File: src/rtl/cv32e40p_pc_redirect_unit.sv
// PC redirect unit: selects the fetch redirect target and registers it into a
// single-entry holding buffer. The prefetcher takes the target through a
// valid/ready handshake. After reset the unit issues the boot redirect on its own.
module cv32e40p_pc_redirect_unit #(
    parameter int ADDR_WIDTH      = 32,
    parameter int TRAP_BASE_WIDTH = 24,
    parameter int NUM_TRAP_MODES  = 2
) (
    input  logic                                                       clk,
    input  logic                                                       rst,
    input  logic                                                       pc_set_i,
    input  logic [3:0]                                                 pc_mux_i,
    input  logic [2:0]                                                 exc_pc_mux_i,
    input  logic [$clog2(NUM_TRAP_MODES)-1:0]                          trap_addr_mux_i,
    input  logic [NUM_TRAP_MODES*TRAP_BASE_WIDTH-1:0]                  trap_base_addr_i,
    input  logic [NUM_TRAP_MODES*(ADDR_WIDTH-TRAP_BASE_WIDTH-3)-1:0]   exc_vec_idx_i,
    input  logic [NUM_TRAP_MODES-1:0]                                  trap_vectored_i,
    input  logic [ADDR_WIDTH-1:0]                                      boot_addr_i,
    input  logic [ADDR_WIDTH-1:0]                                      dm_halt_addr_i,
    input  logic [ADDR_WIDTH-1:0]                                      dm_exception_addr_i,
    input  logic [ADDR_WIDTH-1:0]                                      jump_target_id_i,
    input  logic [ADDR_WIDTH-1:0]                                      jump_target_ex_i,
    input  logic [ADDR_WIDTH-1:0]                                      mepc_i,
    input  logic [ADDR_WIDTH-1:0]                                      uepc_i,
    input  logic [ADDR_WIDTH-1:0]                                      depc_i,
    input  logic [ADDR_WIDTH-1:0]                                      pc_id_i,
    input  logic [ADDR_WIDTH-1:0]                                      hwlp_target_i,
    input  logic                                                       redirect_ready_i,
    output logic                                                       redirect_valid_o,
    output logic [ADDR_WIDTH-1:0]                                      redirect_addr_o,
    output logic [3:0]                                                 redirect_src_o,
    output logic                                                       redirect_overwrite_o,
    output logic                                                       csr_mtvec_init_o
);

    localparam int VEC_W  = ADDR_WIDTH - TRAP_BASE_WIDTH - 3;
    localparam int MODE_W = $clog2(NUM_TRAP_MODES);
    localparam int PAD_W  = ADDR_WIDTH - TRAP_BASE_WIDTH;

    localparam logic [3:0] PC_BOOT      = 4'd0;
    localparam logic [3:0] PC_FENCEI    = 4'd1;
    localparam logic [3:0] PC_JUMP      = 4'd2;
    localparam logic [3:0] PC_BRANCH    = 4'd3;
    localparam logic [3:0] PC_EXCEPTION = 4'd4;
    localparam logic [3:0] PC_MRET      = 4'd5;
    localparam logic [3:0] PC_URET      = 4'd6;
    localparam logic [3:0] PC_DRET      = 4'd7;
    localparam logic [3:0] PC_HWLOOP    = 4'd8;

    localparam logic [2:0] EXC_PC_EXCEPTION = 3'd0;
    localparam logic [2:0] EXC_PC_IRQ       = 3'd1;
    localparam logic [2:0] EXC_PC_DBD       = 3'd2;
    localparam logic [2:0] EXC_PC_DBE       = 3'd3;

    typedef enum logic [1:0] {
        S_RESET = 2'd0,
        S_BOOT  = 2'd1,
        S_PEND  = 2'd2,
        S_IDLE  = 2'd3
    } state_t;

    state_t                  state_r, state_next_s;
    logic                    valid_r, valid_next_s;
    logic [ADDR_WIDTH-1:0]   addr_r, addr_next_s;
    logic [3:0]              src_r, src_next_s;
    logic                    over_r, over_next_s;
    logic                    mtvec_r, mtvec_next_s;

    logic [TRAP_BASE_WIDTH-1:0] mode_base_s [NUM_TRAP_MODES];
    logic [VEC_W-1:0]           mode_idx_s  [NUM_TRAP_MODES];
    logic [MODE_W-1:0]          mode_sel_s;
    logic [TRAP_BASE_WIDTH-1:0] base_s;
    logic [VEC_W-1:0]           idx_s;
    logic                       vectored_s;
    logic [ADDR_WIDTH-1:0]      boot_aligned_s;
    logic [ADDR_WIDTH-1:0]      exc_pc_s;
    logic [ADDR_WIDTH-1:0]      target_s;

    // Split the packed per-mode trap configuration into one entry per mode.
    for (genvar g = 0; g < NUM_TRAP_MODES; g++) begin : g_mode
        assign mode_base_s[g] = trap_base_addr_i[g*TRAP_BASE_WIDTH +: TRAP_BASE_WIDTH];
        assign mode_idx_s[g]  = exc_vec_idx_i[g*VEC_W +: VEC_W];
    end

    assign boot_aligned_s = {boot_addr_i[ADDR_WIDTH-1:2], 2'b00};

    // Pick the trap mode; reserved mode codes fall back to machine mode.
    always_comb begin
        mode_sel_s = '0;
        if (int'(trap_addr_mux_i) < NUM_TRAP_MODES) begin
            mode_sel_s = trap_addr_mux_i;
        end else begin
            mode_sel_s = '0;
        end
        base_s     = mode_base_s[mode_sel_s];
        idx_s      = mode_idx_s[mode_sel_s];
        vectored_s = trap_vectored_i[mode_sel_s];
    end

    // Exception/interrupt/debug entry address.
    always_comb begin
        exc_pc_s = {base_s, {PAD_W{1'b0}}};
        case (exc_pc_mux_i)
            EXC_PC_EXCEPTION: exc_pc_s = {base_s, {PAD_W{1'b0}}};
            EXC_PC_IRQ: begin
                if (vectored_s) begin
                    exc_pc_s = {base_s, 1'b0, idx_s, 2'b00};
                end else begin
                    exc_pc_s = {base_s, {PAD_W{1'b0}}};
                end
            end
            EXC_PC_DBD:       exc_pc_s = {dm_halt_addr_i[ADDR_WIDTH-1:2], 2'b00};
            EXC_PC_DBE:       exc_pc_s = {dm_exception_addr_i[ADDR_WIDTH-1:2], 2'b00};
            default:          exc_pc_s = {base_s, {PAD_W{1'b0}}};
        endcase
    end

    // Redirect target for the requested PC source; unknown codes go to boot.
    always_comb begin
        target_s = boot_aligned_s;
        case (pc_mux_i)
            PC_BOOT:      target_s = boot_aligned_s;
            PC_FENCEI:    target_s = pc_id_i + ADDR_WIDTH'(4);
            PC_JUMP:      target_s = jump_target_id_i;
            PC_BRANCH:    target_s = jump_target_ex_i;
            PC_EXCEPTION: target_s = exc_pc_s;
            PC_MRET:      target_s = mepc_i;
            PC_URET:      target_s = uepc_i;
            PC_DRET:      target_s = depc_i;
            PC_HWLOOP:    target_s = hwlp_target_i;
            default:      target_s = boot_aligned_s;
        endcase
    end

    // Holding-buffer FSM: boot issue, capture, handshake and pulse generation.
    always_comb begin
        state_next_s = state_r;
        valid_next_s = valid_r;
        addr_next_s  = addr_r;
        src_next_s   = src_r;
        over_next_s  = 1'b0;
        mtvec_next_s = 1'b0;
        case (state_r)
            S_RESET: begin
                state_next_s = S_BOOT;
            end
            S_BOOT: begin
                state_next_s = S_PEND;
                valid_next_s = 1'b1;
                if (pc_set_i) begin
                    addr_next_s  = target_s;
                    src_next_s   = pc_mux_i;
                    mtvec_next_s = (pc_mux_i == PC_BOOT);
                end else begin
                    addr_next_s  = boot_aligned_s;
                    src_next_s   = PC_BOOT;
                    mtvec_next_s = 1'b1;
                end
            end
            S_PEND: begin
                if (pc_set_i) begin
                    // Latest request wins; it only counts as an overwrite
                    // if the old one was not taken this same cycle.
                    addr_next_s  = target_s;
                    src_next_s   = pc_mux_i;
                    over_next_s  = ~redirect_ready_i;
                    mtvec_next_s = (pc_mux_i == PC_BOOT);
                    state_next_s = S_PEND;
                end else if (redirect_ready_i) begin
                    valid_next_s = 1'b0;
                    state_next_s = S_IDLE;
                end else begin
                    state_next_s = S_PEND;
                end
            end
            S_IDLE: begin
                if (pc_set_i) begin
                    valid_next_s = 1'b1;
                    addr_next_s  = target_s;
                    src_next_s   = pc_mux_i;
                    mtvec_next_s = (pc_mux_i == PC_BOOT);
                    state_next_s = S_PEND;
                end else begin
                    state_next_s = S_IDLE;
                end
            end
            default: begin
                state_next_s = S_RESET;
                valid_next_s = 1'b0;
            end
        endcase
    end

    // State and output registers with synchronous reset.
    always_ff @(posedge clk) begin
        if (rst) begin
            state_r <= S_RESET;
            valid_r <= 1'b0;
            addr_r  <= '0;
            src_r   <= 4'd0;
            over_r  <= 1'b0;
            mtvec_r <= 1'b0;
        end else begin
            state_r <= state_next_s;
            valid_r <= valid_next_s;
            addr_r  <= addr_next_s;
            src_r   <= src_next_s;
            over_r  <= over_next_s;
            mtvec_r <= mtvec_next_s;
        end
    end

    assign redirect_valid_o     = valid_r;
    assign redirect_addr_o      = addr_r;
    assign redirect_src_o       = src_r;
    assign redirect_overwrite_o = over_r;
    assign csr_mtvec_init_o     = mtvec_r;

endmodule
File: config.mk
export PLATFORM = sky130hd
export DESIGN_NAME = cv32e40p_pc_redirect_unit
export DESIGN_NICKNAME = d
export VERILOG_FILES = /design/src/rtl/cv32e40p_pc_redirect_unit.sv
export SDC_FILE = /design/constraint.sdc
export NUM_CORES = 1
export LEC_CHECK = 0
export CAP_MARGIN = 20
export CORE_AREA = 2 2 166 168
export CTS_CLUSTER_DIAMETER = 120
export DETAILED_ROUTE_END_ITERATION = 7
export DIE_AREA = 0 0 168 170
export PLACE_DENSITY = 0.62
export SLEW_MARGIN = 10
export SYNTH_ARGS = -nofsm -noshare
export SYNTH_HDL_FRONTEND = slang
export SYNTH_SLANG_ARGS = --single-unit
File: constraint.sdc
create_clock -name clk -period 6.3 [get_ports clk]
set_input_delay 1.26 -clock clk [delete_from_list [all_inputs] [get_ports clk]]
set_output_delay 1.26 -clock clk [all_outputs]
set_load 0.01 [all_outputs]
# Word level (Yosys, flattened, before mapping)

Cells that the tools add are included.

Magnitude comparators: 2
Bitwise logic cells: 4
Add/subtract/negate cells: 1
Reductions and logical operators: 8
Muxes and demuxes: 28
Equal/unequal tests: 18

Operators by type and width:

| cell                    | number |
|---|---|
| $pmux W32 S8            | 1 |
| $pmux W32 S3            | 1 |
| $mux W24                | 3 |
| $mux W32                | 2 |
| $pmux W32 S2            | 1 |
| $add A32 B3 Y32 const B | 1 |
| $eq A4 B3 Y1 const B    | 4 |
| $mux W5                 | 3 |
| $mux W1                 | 10 |
| $eq A4 B2 Y1 const B    | 2 |
| $mux W4                 | 2 |
| $pmux W2 S4             | 1 |
| $pmux W4 S2             | 1 |
| $mux W7                 | 1 |
| $eq A3 B2 Y1 const B    | 2 |
| $ne A2 B2 Y1 const B    | 3 |
| $eq A2 B2 Y1 const B    | 2 |
| $eq A4 B1 Y1 const B    | 1 |
| $eq A4 B4 Y1 const B    | 1 |
| $logic_not A4 Y1        | 1 |
| $reduce_and A4 Y1       | 1 |
| $eq A3 B1 Y1 const B    | 1 |
| $not A1 Y1              | 3 |
| $pmux W1 S3             | 1 |
| 12 further kinds        | 12 |

Input port bits: 392
Output and inout port bits: 39
Flip-flop bits (word level): 41

# Logic depth before layout (Yosys ltp)

Gate-level depths: netlist of the first run.

Depth after elaboration: 9
Depth in mapped cells: 10

# Least setup slack after synthesis of the first run

No wires, ideal clock.

Kind: in2reg
From: input port trap_addr_mux_i
To: register addr_r[30] (netlist: redirect_addr_o[30])
Path buffers: 1
Setup time: 0.132 ns
Data required time: 6.168 ns
Arrival: 2.794 ns
Slack: 3.374 ns
Cell stages on the path: 6
Path through: buf_1 > mux2_2 > a222oi_1 > o21ai_0 > a2111oi_0 > o21ai_0

Longest elaborated chain between the ends: 8
Elaborated cells on any way between the ends: 9

Ends and longest elaborated chain:

| element                                        | line          | source |
|---|---|---|
| start: declaration                             | 14            | `input logic [$clog2(NUM_TRAP_MODES)-1:0] trap_addr_mux_i,` |
| $not A1 Y2 (implied by the code) *             | 95            | `base_s = mode_base_s[mode_sel_s];` |
| $mux W24 (implied by the code) * (3 in series) | 95            |  |
| $pmux W32 S3 *                                 | 103           | `case (exc_pc_mux_i)` |
| $pmux W32 S8 *                                 | 121           | `case (pc_mux_i)` |
| $mux W32, on equally long branches             | 161, 177, 150 |  |
| $pmux W32 S2 *                                 | 143           | `case (state_r)` |
| end signal: assignment                         | 206           | `addr_r <= addr_next_s;` |
| end: declaration                               | 64            | `logic [ADDR_WIDTH-1:0] addr_r, addr_next_s;` |

Every way passes the cells marked *; elsewhere a longest branch is shown, timed or not. The select of a mux whose other input is x is not followed.
A chain may end at the register's enable or synchronous reset.

# Worst setup path in the final report of the first run

From: input port pc_mux_i[3]
To: register addr_r[21] (netlist: redirect_addr_o[21])

Longest elaborated chain between the ends: 4
Elaborated cells on any way between the ends: 12

Ends and longest elaborated chain:

| element                                    | line          | source |
|---|---|---|
| start: declaration                         | 12            | `input logic [3:0] pc_mux_i,` |
| $eq A4 B4 Y1, or another cell as far along | 121           |  |
| $pmux W32 S8 *                             | 121           |  |
| $mux W32, on equally long branches         | 161, 177, 150 |  |
| $pmux W32 S2 *                             | 143           |  |

Marked as above.

==> results of run 1 <==
==> state kept, by name, indices dropped and copies added (netlist names) <==
signal and count:
redirect_overwrite_o 1, redirect_addr_o 32, state_r 2, csr_mtvec_init_o 1
redirect_src_o 4, redirect_valid_o 1
==> worst reg2reg max path, cell delays in order (launching register included) <==
cell and delay, ns:
dfxtp_1 0.48, nor2_1 0.20, nand3b_1 0.63, nor2_1 0.63
o21ai_0 0.26, a211oi_1 0.35, nor4_1 0.08
==> Yosys cell counts (18+ instances only) <==
cell type	n	area [um^2]
mux2i_1	75	751
buf_2	18	90.1
o22ai_1	20	125
nand2_1	47	176
o21ai_0	47	235
nor2_1	54	203
xnor2_1	19	166
clkbuf_1	26	97.6
mux2_2	19	214
dfxtp_1	41	821
nor3_1	22	110
a22oi_1	36	270
==> area by class of cell <==
cell class | instances | area share
Clock inverter | 3 | 0.00673
Inverter | 6 | 0.00233
Timing Repair Buffer | 451 | 0.458
Clock buffer | 5 | 0.0129
Sequential cell | 41 | 0.0849
Tap cell | 341 | 0.0441
Multi-Input combinational cell | 539 | 0.391
Antenna cell | 1 | 0.000259
==> power by group <==
group	internal, mW	switching, mW	leakage (nW)	total, mW
registers	0.290	0.0173	0.338	0.307
clock network	0.227	0.113	0.0938	0.340
logic	0.364	0.278	3.09	0.642
total	0.881	0.409	3.52	1.29
==> metal layers <==
layer  vias to the layer above  global-route usage  wire (um)
met5                         -                   0         36
met4                         6              0.0541        790
met3                        42              0.0581       2880
met2                       377               0.429      17400
met1                      3335               0.288      14500
li1                       3304                   -          -
==> stage by stage <==
step / util / worst slack [ns] / instances / area (um^2)
2_1_floorplan: - / 3.37 / 636 / 4810
3_3_place_gp: 0.355 / 1.69 / 1377 / 9470
3_5_place_dp: 0.355 / 1.61 / 1378 / 9470
4_1_cts: 0.363 / 1.92 / 1386 / 9660
5_1_grt: 0.363 / 1.88 / 1387 / 9670
6_report: 0.363 / 2.01 / 1387 / 9670
==> placed cells by master, fill, tap and decap left out, types with 11 or more instances in the layout <==
cell type	n
nor3_1	20
nor2_1	54
mux2i_1	75
xnor2_1	19
o21ai_0	47
a22oi_1	36
mux2_2	19
buf_4	26
nand3_1	16
nand2_1	47
a21oi_1	17
a2111oi_0	15
and3_1	11
dfxtp_1	41
nand4_1	13
clkdlybuf4s50_1	420
o22ai_1	20
==> how the worst min path moves through the flow <==
| stage | startpoint | endpoint | slack, ns |
|---|---|---|---|
| detailed placement | redirect_addr_o[2]$_SDFFE_PP0P_ | redirect_addr_o[2]$_SDFFE_PP0P_ | 0.44 |
| global route | redirect_addr_o[8]$_SDFFE_PP0P_ | redirect_addr_o[8]$_SDFFE_PP0P_ | 0.48 |
| CTS | redirect_addr_o[2]$_SDFFE_PP0P_ | redirect_addr_o[2]$_SDFFE_PP0P_ | 0.46 |
| floorplan | redirect_addr_o[3]$_SDFFE_PP0P_ | redirect_addr_o[3]$_SDFFE_PP0P_ | 0.48 |
| finish | redirect_addr_o[2]$_SDFFE_PP0P_ | redirect_addr_o[2]$_SDFFE_PP0P_ | 0.45 |
| global placement | redirect_addr_o[5]$_SDFFE_PP0P_ | redirect_addr_o[5]$_SDFFE_PP0P_ | 0.44 |
==> cell families (layout without fill, tap and decap cells) <==
| group | count (synthesis) | in the layout |
|---|---|---|
| buffers and inverters | 56 | 465 |
| xor gates and xnor gates | 27 | 27 |
| muxes | 96 | 96 |
| and+or+nand+nor | 215 | 215 |
| other | 0 | 1 |
| AOI/OAI and AO/OA | 200 | 200 |
| DFF | 41 | 41 |
| adders and majority gates | 1 | 1 |
==> flow_summary_export.csv, run 1 <==
group,metric,value,unit
sta,fmax,0.233,GHz
worst_hold_path,hold_class,"reg2reg",
sta,fin_tns_setup,0,ns
sta,setup_viol,0,
detailed_routing,dr.pass1.iters,5,
critical_path,cpLargestDelayFamily,"compound AO/OA/AOI/OAI gates",
floorplanning,dieHeight,170,um
power,power,1.29,mW
clock_tree,cts_hold_buf,0,
clock_tree,cts_buffers,5,
detailed_routing,antenna_left,0,
clock_tree,clock_latency,0.29,ns
critical_path,cp_num_cells,7,
sta,final-hold-violation-count,0,
grt,overflow,0,
power,powerDensity,133,nW/um^2
clock_tree,clockBufferDepth,2,
sta,rsz0062_at_grt,"false",
logic_synthesis,synth_edf_count,0,
layout,area_growth_syn_to_layout,101,%
clock_tree,cts_root_buf,"clkbuf_16",
detailed_routing,vias,7064,
detailed_routing,wire_per_inst,25.7,um
floorplanning,core_area,26700,um^2
grt,grt_pass1_wl,48800,um
clock_tree,post_cts_resized,0,
floorplanning,die_w,168,um
logic_synthesis,yosysSeqAreaShare,0.171,
detailed_routing,wl,35600,um
sta,hold_ws,0.455,ns
logic_synthesis,synth_flop_cell,"dfxtp_1",
critical_path,arrival,4.43,ns
worst_hold_path,whs_path_depth,2,
place,hpwl,30600,um
clock_tree,h-tree-depth,2,
place,io_buffers,424,
sta,drv_slew,0,
logic_synthesis,synth_xor_area_frac,0.0491,
layout,fillers,2832,
logic_synthesis,syn_area,4810,um^2
floorplanning,start_util,0.181,
layout,multi_input_area,3780,um^2
critical_path,slowest_stage,"a2111oi_0",
sta,clock_skew,0.0104,ns
logic_synthesis,synthDistinctLibCells,59,
critical_path,crit_top_cell,"o21ai_0",
critical_path,crit_start,"pc_mux_i[3]",
logic_synthesis,syn_avg_cell_area,7.57,um^2
critical_path,critPathKind,"in2reg",
logic_synthesis,syn_nets,1029,
critical_path,end_kind,"flop",
grt,grtUsageTotal,0.239,
logic_synthesis,synth_seq_cells,41,
detailed_routing,drt_iter0_drc,416,
layout,drive_above_1_share,0.0660,
grt,grt_pass1_vias,7163,
critical_path,start_kind,"primary input",
logic_synthesis,syn_inst,636,
run,max_cap_viol_count,0,
logic_synthesis,synth-simple-area-share,0.224,
power,power.leakage,3.52,nW
critical_path,rr_worst_depth,6,
sta,slew_headroom,0.321,
critical_path,r2r-start,"state_r[1]$_SDFF_PP0_",
critical_path,r2r_slack,3.55,ns
critical_path,r2r_end,"redirect_addr_o[11]$_SDFFE_PP0P_",
logic_synthesis,synth_fa_ha_area_frac,0.00260,
clock_tree,cts_tree,"done",
critical_path,cp_slowest_stage_delay,0.80,ns
layout,nNetsFinal,1437,
place,gp_congestion,0.879,
logic_synthesis,synth_top_family_by_area,"compound AO/OA/AOI/OAI gates",
status,status,"completed",
grt,grt_max_degree,34,
sta,min_period,4.29,ns
detailed_routing,post-route-drc-count,0,
floorplanning,design.die.area,28600,um^2
clock_tree,clkTransAtPathRegs,0.06,ns
logic_synthesis,muxShareOfSynthArea,0.210,
logic_synthesis,synth_compound_area_frac,0.292,
critical_path,path_max_fanout,18,
critical_path,crit_buf_inv,2,
floorplanning,io_pins,431,
power,irDropWorstVdd,0.000103,V
critical_path,worstSetupEndpoint,"redirect_addr_o[21]$_SDFFE_PP0P_",
logic_synthesis,async_flop_share,0,
clock_tree,post_cts_buffers,0,
grt,antenna_found_initial,5,
logic_synthesis,yosysWarnings,0,
critical_path,path_cells,"clkdlybuf4s50_1, buf_4, or4b_4, nand2b_1, o21ai_0, a2111oi_0, o21ai_0",
sta,worst_slew_pin_slew,0.993,ns
layout,regArea,821,um^2
critical_path,cp.required,6.44,ns
clock_tree,cts.sinks,41,
detailed_routing,via_per_inst,5.09,
sta,fin_crit_sh,0.681,
floorplanning,core.rowCount,60,
Power figures use the tool's default switching activity.
==> run 2: changes to the inputs <==
--- a/config.mk
+++ b/config.mk
@@ -6,10 +6,10 @@
 export NUM_CORES = 1
 export LEC_CHECK = 0
 export CAP_MARGIN = 20
-export CORE_AREA = 2 2 166 168
+export CORE_AREA = 2 2 168 170
 export CTS_CLUSTER_DIAMETER = 120
 export DETAILED_ROUTE_END_ITERATION = 7
-export DIE_AREA = 0 0 168 170
+export DIE_AREA = 0 0 170 172
 export PLACE_DENSITY = 0.62
 export SLEW_MARGIN = 10
 export SYNTH_ARGS = -nofsm -noshare
==> constraint.sdc (replaced) <==
create_clock -name clk -period 4.35 [get_ports clk]
set_input_delay 0.87 -clock clk [delete_from_list [all_inputs] [get_ports clk]]
set_output_delay 0.87 -clock clk [all_outputs]
set_load 0.01 [all_outputs]
==> flow_summary_export.csv, run 2 (same netlist as run 1, synthesis figures left out) <==
group,metric,value,unit
place,pre_cts_ws,0.685,ns
clock_tree,cts_hold_buf,0,
detailed_routing,vias,7069,
layout,area_growth_syn_to_layout,102,%
layout,fillers,2966,
run,max_cap_viol_count,0,
critical_path,end_kind,"flop",
floorplanning,start_util,0.175,
grt,grt_max_degree,29,
worst_hold_path,whs_endpoint,"redirect_addr_o[3]$_SDFFE_PP0P_",
status,status,"completed",
power,powerDensity,179,nW/um^2
clock_tree,clock_latency,0.28,ns
floorplanning,design.die.area,29200,um^2
detailed_routing,wl,36000,um
clock_tree,cts_tree,"done",
sta,clock_skew,0.00389,ns
critical_path,r2r-start,"state_r[1]$_SDFF_PP0_",
floorplanning,core_area,27500,um^2
sta,fmax,0.295,GHz
power,power.leakage,3.55,nW
critical_path,rr_worst_depth,6,
layout,nNetsFinal,1448,
clock_tree,cts_buffers,5,
layout,drive_above_1_share,0.0759,
sta,final-hold-violation-count,0,
detailed_routing,antenna_left,0,
worst_hold_path,hold_class,"reg2reg",
clock_tree,post_cts_resized,0,
layout,postLayoutCellArea,9710,um^2
critical_path,arrival,3.54,ns
sta,slew_headroom,0.372,
critical_path,r2r_slack,1.93,ns
critical_path,path_max_fanout,23,
sta,fin_tns_setup,0,ns
place,hpwl,31000,um
clock_tree,cts_root_buf,"clkbuf_16",
place,io_buffers,424,
floorplanning,dieHeight,172,um
worst_hold_path,whs_path_depth,2,
grt,antenna_found_initial,4,
sta,min_period,3.39,ns
sta,drv_slew,0,
sta,fin_crit_sh,0.779,
layout,regArea,821,um^2
place,dpl_cell_area,9570,um^2
clock_tree,post_cts_buffers,0,
critical_path,critPathKind,"in2reg",
critical_path,start_kind,"primary input",
detailed_routing,via_per_inst,5.05,
grt,grt_pass1_vias,7167,
place,gp_congestion,0.911,
power,power,1.74,mW
floorplanning,core.rowCount,61,
detailed_routing,drt_iter0_drc,476,
grt,grt_pass1_wl,48500,um
clock_tree,h-tree-depth,2,
floorplanning,die_w,170,um
layout,largest_register_ffs,32,
layout,layout_commonest_cell,"clkdlybuf4s50_1",
critical_path,r2r_end,"redirect_addr_o[7]$_SDFFE_PP0P_",
detailed_routing,wire_per_inst,25.7,um
grt,overflow,0,
sta,worst_slew_pin_slew,0.918,ns
clock_tree,clockBufferDepth,2,
layout,layout_common_cells,"clkdlybuf4s50_1, mux2i_1, nor2_1, o21ai_0, nand2_1",
sta,final.setup.worst_slack,0.962,ns
clock_tree,cts.sinks,41,
sta,setup_viol,0,
grt,grtUsageTotal,0.235,
detailed_routing,dr.pass1.iters,6,
detailed_routing,post-route-drc-count,0,
layout,fin_util,0.353,
power,irDropWorstVdd,0.000198,V
critical_path,cp.required,4.51,ns
layout,multi_input_area,3780,um^2
worst_hold_path,min-delay-start,"redirect_addr_o[3]$_SDFFE_PP0P_",
floorplanning,io_pins,431,
clock_tree,clkTransAtPathRegs,0.06,ns
sta,rsz0062_at_grt,"false",
run 2: through the flow:
stage / std cells / hold WS, ns
floorplan: 636 / 0.476
global placement: 1394 / 0.439
detailed placement: 1394 / 0.445
CTS: 1400 / 0.453
global route: 1400 / 0.484
finish: 1401 / 0.450
run 2: cell type report:
| type | instances | area share |
|---|---|---|
| multi-input combinational | 539 | 0.389 |
| clock buffer | 5 | 0.0129 |
| clock inverter | 1 | 0.000516 |
| inverter | 6 | 0.00232 |
| antenna | 1 | 0.000258 |
| timing repair buffer | 462 | 0.465 |
| sequential | 41 | 0.0846 |
| tap | 346 | 0.0446 |
run 2: report_power, final:
group / internal [mW] / switching, mW / total, mW
registers: 0.420 / 0.0262 / 0.447
clock network: 0.205 / 0.141 / 0.346
logic: 0.534 / 0.408 / 0.942
run 2: routing by layer:
layer  vias up  global-route usage  wire length [um]  share of wire
li1       3320                   -                 -              -
met1      3343               0.278             14400           0.40
met2       366               0.431             17900           0.50
met3        36              0.0504              2740          0.076
met4         4              0.0550               876          0.024
met5         -                   0                23        0.00064
run 2: critical path, stage by stage:
cell             delay, ns
clkdlybuf4s50_1       0.45
buf_4                 0.31
or4_1                 0.21
nand2_1               0.12
nor2_2                0.40
nand2_1               0.35
a2111oi_0             0.57
buf_4                 0.21
nor4_1                0.04
run 2: worst max-delay path by stage:
stage	start	to	cells after the start	slack, ns
4_1_cts	pc_mux_i[3]	redirect_addr_o[7]$_SDFFE_PP0P_	9	0.97
6_report	pc_mux_i[3]	redirect_addr_o[7]$_SDFFE_PP0P_	9	0.96
3_5_place_dp	pc_mux_i[3]	redirect_addr_o[7]$_SDFFE_PP0P_	9	0.69
2_1_floorplan	trap_addr_mux_i	redirect_addr_o[30]$_SDFFE_PP0P_	6	1.81
3_3_place_gp	pc_mux_i[3]	redirect_addr_o[24]$_SDFFE_PP0P_	8	0.68
5_1_grt	pc_mux_i[3]	redirect_addr_o[6]$_SDFFE_PP0P_	8	0.79
==> run 3: changes to the inputs <==
--- a/config.mk
+++ b/config.mk
@@ -6,11 +6,11 @@
 export NUM_CORES = 1
 export LEC_CHECK = 0
 export CAP_MARGIN = 20
-export CORE_AREA = 2 2 168 170
+export CORE_AREA = 2 2 167 169
 export CTS_CLUSTER_DIAMETER = 120
 export DETAILED_ROUTE_END_ITERATION = 7
-export DIE_AREA = 0 0 170 172
-export PLACE_DENSITY = 0.62
+export DIE_AREA = 0 0 169 171
+export PLACE_DENSITY = 0.64
 export SLEW_MARGIN = 10
 export SYNTH_ARGS = -nofsm -noshare
 export SYNTH_HDL_FRONTEND = slang
==> constraint.sdc (replaced) <==
create_clock -name clk -period 2.85 [get_ports clk]
set_input_delay 0.57 -clock clk [delete_from_list [all_inputs] [get_ports clk]]
set_output_delay 0.57 -clock clk [all_outputs]
set_load 0.01 [all_outputs]
==> flow_summary_export.csv, run 3 (same netlist as run 1, synthesis figures left out) <==
group,metric,value,unit
clock_tree,post_cts_buffers,0,
critical_path,cp_slowest_stage_delay,0.57,ns
critical_path,end_kind,"flop",
sta,fmax,0.351,GHz
critical_path,r2r_slack,0.72,ns
power,power,2.92,mW
clock_tree,clock_latency,0.29,ns
sta,rsz0062_at_grt,"false",
critical_path,critPathKind,"in2reg",
clock_tree,clockBufferDepth,2,
clock_tree,h-tree-depth,2,
sta,final-hold-violation-count,0,
worst_hold_path,hold_class,"reg2reg",
floorplanning,design.die.area,28900,um^2
clock_tree,clkTransAtPathRegs,0.07,ns
grt,overflow,0,
floorplanning,die_w,169,um
clock_tree,cts_tree,"done",
floorplanning,io_pins,431,
sta,worst_slew_pin_slew,0.796,ns
sta,setup_viol,0,
sta,min_period,2.85,ns
detailed_routing,wl,37800,um
detailed_routing,vias,7531,
layout,regArea,821,um^2
critical_path,slowest_stage,"a211oi_1",
clock_tree,cts_root_buf,"clkbuf_16",
layout,postLayoutCellArea,10600,um^2
floorplanning,core_area,27300,um^2
floorplanning,core.rowCount,61,
power,powerDensity,275,nW/um^2
critical_path,worstSetupEndpoint,"redirect_addr_o[24]$_SDFFE_PP0P_",
detailed_routing,wire_per_inst,25.0,um
grt,grt_pass1_wl,52200,um
critical_path,path_max_fanout,8,
critical_path,r2r_end,"redirect_addr_o[19]$_SDFFE_PP0P_",
detailed_routing,drt_iter0_drc,433,
status,status,"completed",
place,hpwl,33500,um
detailed_routing,post-route-drc-count,0,
critical_path,arrival,3.02,ns
place,io_buffers,424,
power,power.leakage,4.10,nW
critical_path,rr_worst_depth,6,
sta,fin_crit_sh,1.00,
layout,nNetsFinal,1555,
critical_path,cp.required,3.02,ns
grt,grt_pass1_vias,7843,
detailed_routing,antenna_left,0,
layout,area_growth_syn_to_layout,120,%
layout,multi_input_area,3800,um^2
floorplanning,dieHeight,171,um
critical_path,r2r-start,"state_r[1]$_SDFF_PP0_",
layout,layout_commonest_cell,"clkdlybuf4s50_1",
detailed_routing,via_per_inst,4.99,
power,irDropWorstVdd,0.000235,V
detailed_routing,dr.pass1.iters,5,
clock_tree,cts.sinks,41,
sta,slew_headroom,0.456,
place,dpl_cell_area,10400,um^2
layout,drive_above_1_share,0.164,
critical_path,start_kind,"primary input",
clock_tree,cts_buffers,5,
sta,clock_skew,0.0140,ns
critical_path,path_cells,"clkdlybuf4s50_1, buf_4, or3b_2, buf_4, nor2_1, a211oi_1, o221ai_1, a211oi_1, nor4_1",
grt,grt_max_degree,20,
grt,grtUsageTotal,0.251,
layout,largest_register_ffs,32,
critical_path,crit_start,"pc_mux_i[3]",
run,max_cap_viol_count,0,
place,gp_congestion,0.897,
layout,fillers,2884,
sta,drv_slew,0,
layout,layout_common_cells,"clkdlybuf4s50_1, buf_4, mux2i_1, nor2_1, nand2_1",
floorplanning,start_util,0.176,
grt,antenna_found_initial,1,
sta,fin_tns_setup,0,ns
-- run 3: critical path, delay by kind of cell --
| kind | cells | cell delay (ns) |
|---|---|---|
| buffers and inverters | 3 | 0.86 |
| AOI/OAI and AO/OA | 3 | 1.27 |
| and+or+nand+nor | 3 | 0.32 |
-- run 3: through the flow --
| step | worst slack, ns | hold WS [ns] | instances | util |
|---|---|---|---|---|
| global placement | -0.390 | 0.436 | 1500 | 0.381 |
| CTS | 0.0298 | 0.461 | 1509 | 0.388 |
| finish | 0.00112 | 0.461 | 1510 | 0.388 |
| detailed placement | -0.390 | 0.449 | 1501 | 0.381 |
| global route | 0.0205 | 0.490 | 1510 | 0.388 |
| floorplan | 0.614 | 0.476 | 636 | - |
-- run 3: worst min path at each step --
| stage | startpoint | end | slack, ns | cells after the start |
|---|---|---|---|---|
| finish | redirect_addr_o[3]$_SDFFE_PP0P_ | redirect_addr_o[3]$_SDFFE_PP0P_ | 0.46 | 2 |
| global route | redirect_addr_o[3]$_SDFFE_PP0P_ | redirect_addr_o[3]$_SDFFE_PP0P_ | 0.49 | 2 |
| CTS | redirect_addr_o[3]$_SDFFE_PP0P_ | redirect_addr_o[3]$_SDFFE_PP0P_ | 0.46 | 2 |
| detailed placement | redirect_addr_o[26]$_SDFFE_PP0P_ | redirect_addr_o[26]$_SDFFE_PP0P_ | 0.45 | 2 |
| global placement | redirect_addr_o[17]$_SDFFE_PP0P_ | redirect_addr_o[17]$_SDFFE_PP0P_ | 0.44 | 2 |
| floorplan | redirect_addr_o[3]$_SDFFE_PP0P_ | redirect_addr_o[3]$_SDFFE_PP0P_ | 0.48 | 2 |
-- run 3: final cells by class --
cell class | instances | area share
inverters | 6 | 0.00212
multi-input cells | 539 | 0.359
well taps | 346 | 0.0408
clock inverters | 2 | 0.00366
diodes | 1 | 0.000236
repair buffers | 569 | 0.505
clock buffers | 6 | 0.0122
flip-flops and latches | 41 | 0.0774
-- run 3: timing repair --
action                                  4_1_cts  5_1_grt
hold buffers                                  0        0
gates resized for setup                       3        8
endpoints found under the setup margin        2        7
-- run 3: power by group --
part	internal (mW)	total, mW	switching [mW]	leakage [nW]
combinational	0.915	1.57	0.655	3.68
sequential	0.641	0.682	0.0406	0.338
clock	0.416	0.669	0.253	0.0811
-- run 3: metal layers --
metal	global-route usage	wire length, um	vias up
met5	0	0	-
met4	0.0457	746	0
met3	0.0354	2420	35
met2	0.465	18900	377
met1	0.310	15700	3577
li1	-	-	3542
==> variant, RTL diff (settings of run 3) <==
The 4 states of `state_t` get a one-hot encoding in 4 bits.
--- a/src/rtl/cv32e40p_pc_redirect_unit.sv
+++ b/src/rtl/cv32e40p_pc_redirect_unit.sv
@@ -54,7 +54,7 @@
 
-    typedef enum logic [1:0] {
-        S_RESET = 2'd0,
-        S_BOOT  = 2'd1,
-        S_PEND  = 2'd2,
-        S_IDLE  = 2'd3
+    typedef enum logic [3:0] {
+        S_RESET = 4'b0001,
+        S_BOOT  = 4'b0010,
+        S_PEND  = 4'b0100,
+        S_IDLE  = 4'b1000
     } state_t;
Check against the original RTL: no difference found for any inputs over 4 cycles, from zero or initial values and one cycle with rst high; so few cycles prove little.
==> variant against run 3 <==
- wire length shrank 7.2%
- fmax up 3.1%
- worst setup slack gained 85 ps
- core utilization decreased by 0.20 points
- non-clock buffer count is 26 lower
- critical path type unchanged
- synthesized cell count is 2.2% higher
- first-iteration DRC count grew 22%
- combinational power decreased by 15%
- power fell by 6.6%
- final area decreased by 0.52%
- synthesized area increased by 1.9%
- sequential cell count is 2 higher
- critical endpoint is now redirect_addr_o[21]$_SDFFE_PP0P_
==> variant: results (changes against run 3) <==
===================================================================
First-pass GRT wire length                                  49.2 mm   was 52.2 mm
Min Hold Slack                                               447 ps   was 461 ps
Capturing element of the worst setup path              redirect_addr_o[21]$_SDFFE_PP0P_   was redirect_addr_o[24]$_SDFFE_PP0P_
Net count of the mapped netlist                                1043   was 1029
Post-CTS resize count                                             0   was 3
Internal power                                              1900 uW   was 1970 uW
Initial DRC count                                               530   was 433
Startpoint of the worst-slack reg-to-reg timing path   state_r[3]$_SDFF_PP0_   was state_r[1]$_SDFF_PP0_
Peak VDD IR                                                  185 uV   was 235 uV
Origin of the worst setup path                          pc_mux_i[1]   was pc_mux_i[3]
Final worst-path cycle share                                  0.970   was 1.00
Cell area after placement                               10400 sq um   about the same
CP max stage delay                                           640 ps   was 570 ps
Mean instance size in the synthesized netlist            7.55 sq um   was 7.57 sq um
Endpoint of the worst-slack reg-to-reg timing path     redirect_addr_o[30]$_SDFFE_PP0P_   was redirect_addr_o[19]$_SDFFE_PP0P_
Register area share after synthesis                           0.176   was 0.171
Register-to-register path setup slack                        590 ps   was 720 ps
Pin count of the biggest net entering global routing             36   was 20
Ant diodes                                                        0   was 1
Run status                                                completed   unchanged
Maximum fanout count along the critical path                     12   was 8
RePlAce Congestion                                            0.896   was 0.897
Critical-path cell with the highest stage delay        sky130_fd_sc_hd__a2111oi_0   was sky130_fd_sc_hd__a211oi_1
Most instantiated cells after synthesis                sky130_fd_sc_hd__nand2_1, sky130_fd_sc_hd__mux2i_1, sky130_fd_sc_hd__a21oi_1, sky130_fd_sc_hd__dfxtp_1, sky130_fd_sc_hd__a22oi_1   was sky130_fd_sc_hd__mux2i_1, sky130_fd_sc_hd__nor2_1, sky130_fd_sc_hd__nand2_1, sky130_fd_sc_hd__o21ai_0, sky130_fd_sc_hd__dfxtp_1
DRT Pass-1 Iters                                                  6   was 5
Static power due to leakage                              0.00390 uW   was 0.00410 uW
Synth Area in XOR/XNOR                                       0.0518   was 0.0491
Data arrival at the endpoint of the critical path           2930 ps   was 3020 ps
Post-DP HPWL                                                30.3 mm   was 33.5 mm
Post-synth cell types                                            61   was 59
Transition time of the tightest slew-check pin               795 ps   was 796 ps
Top post-synthesis cells by area                       sky130_fd_sc_hd__dfxtp_1, sky130_fd_sc_hd__mux2i_1, sky130_fd_sc_hd__a22oi_1   unchanged
Endpoint with the worst hold slack                     redirect_addr_o[20]$_SDFFE_PP0P_   was redirect_addr_o[3]$_SDFFE_PP0P_
Routed length per instance                                  23.5 um   was 25.0 um
Count of non-filler cells in the finished layout               1489   was 1510
Adder-cell share of the synthesized area                    0.00255   was 0.00260
Clk_skew                                                    6.21 ps   was 14.0 ps
Overall via count from detail_route                            7526   was 7531
===================================================================
==> variant: power by group through the flow <==
stage                     logic [uW]  clock network (uW)  registers (uW)
after global routing            1430                 753             674
after global placement          1330                   0             680
after floorplan                  395                   0             692
final                           1340                 716             669
after detailed placement        1340                   0             682
after CTS                       1350                 730             669
==> variant: final cells by class <==
cell class              count  area [sq um]
well taps                 346           433
clock buffers               6           139
fillers                  2838         16800
flip-flops and latches     43           861
clock inverters             2          38.8
inverters                   6          22.5
repair buffers            543          5240
multi-input cells         543          3820
==> variant: layer usage <==
layer	global-route usage	up-vias	routed length, um
met4	0.0702	2	1090
met5	0	-	12
li1	-	3552	-
met3	0.0523	47	2680
met1	0.290	3541	14700
met2	0.401	384	16600
==> variant: worst max-delay path: cells and delay by family <==
family,cells,cell delay (ps)
AO/OA/AOI/OAI,5,1430
buffers and inverters,3,760
AND/OR/NAND/NOR,1,150
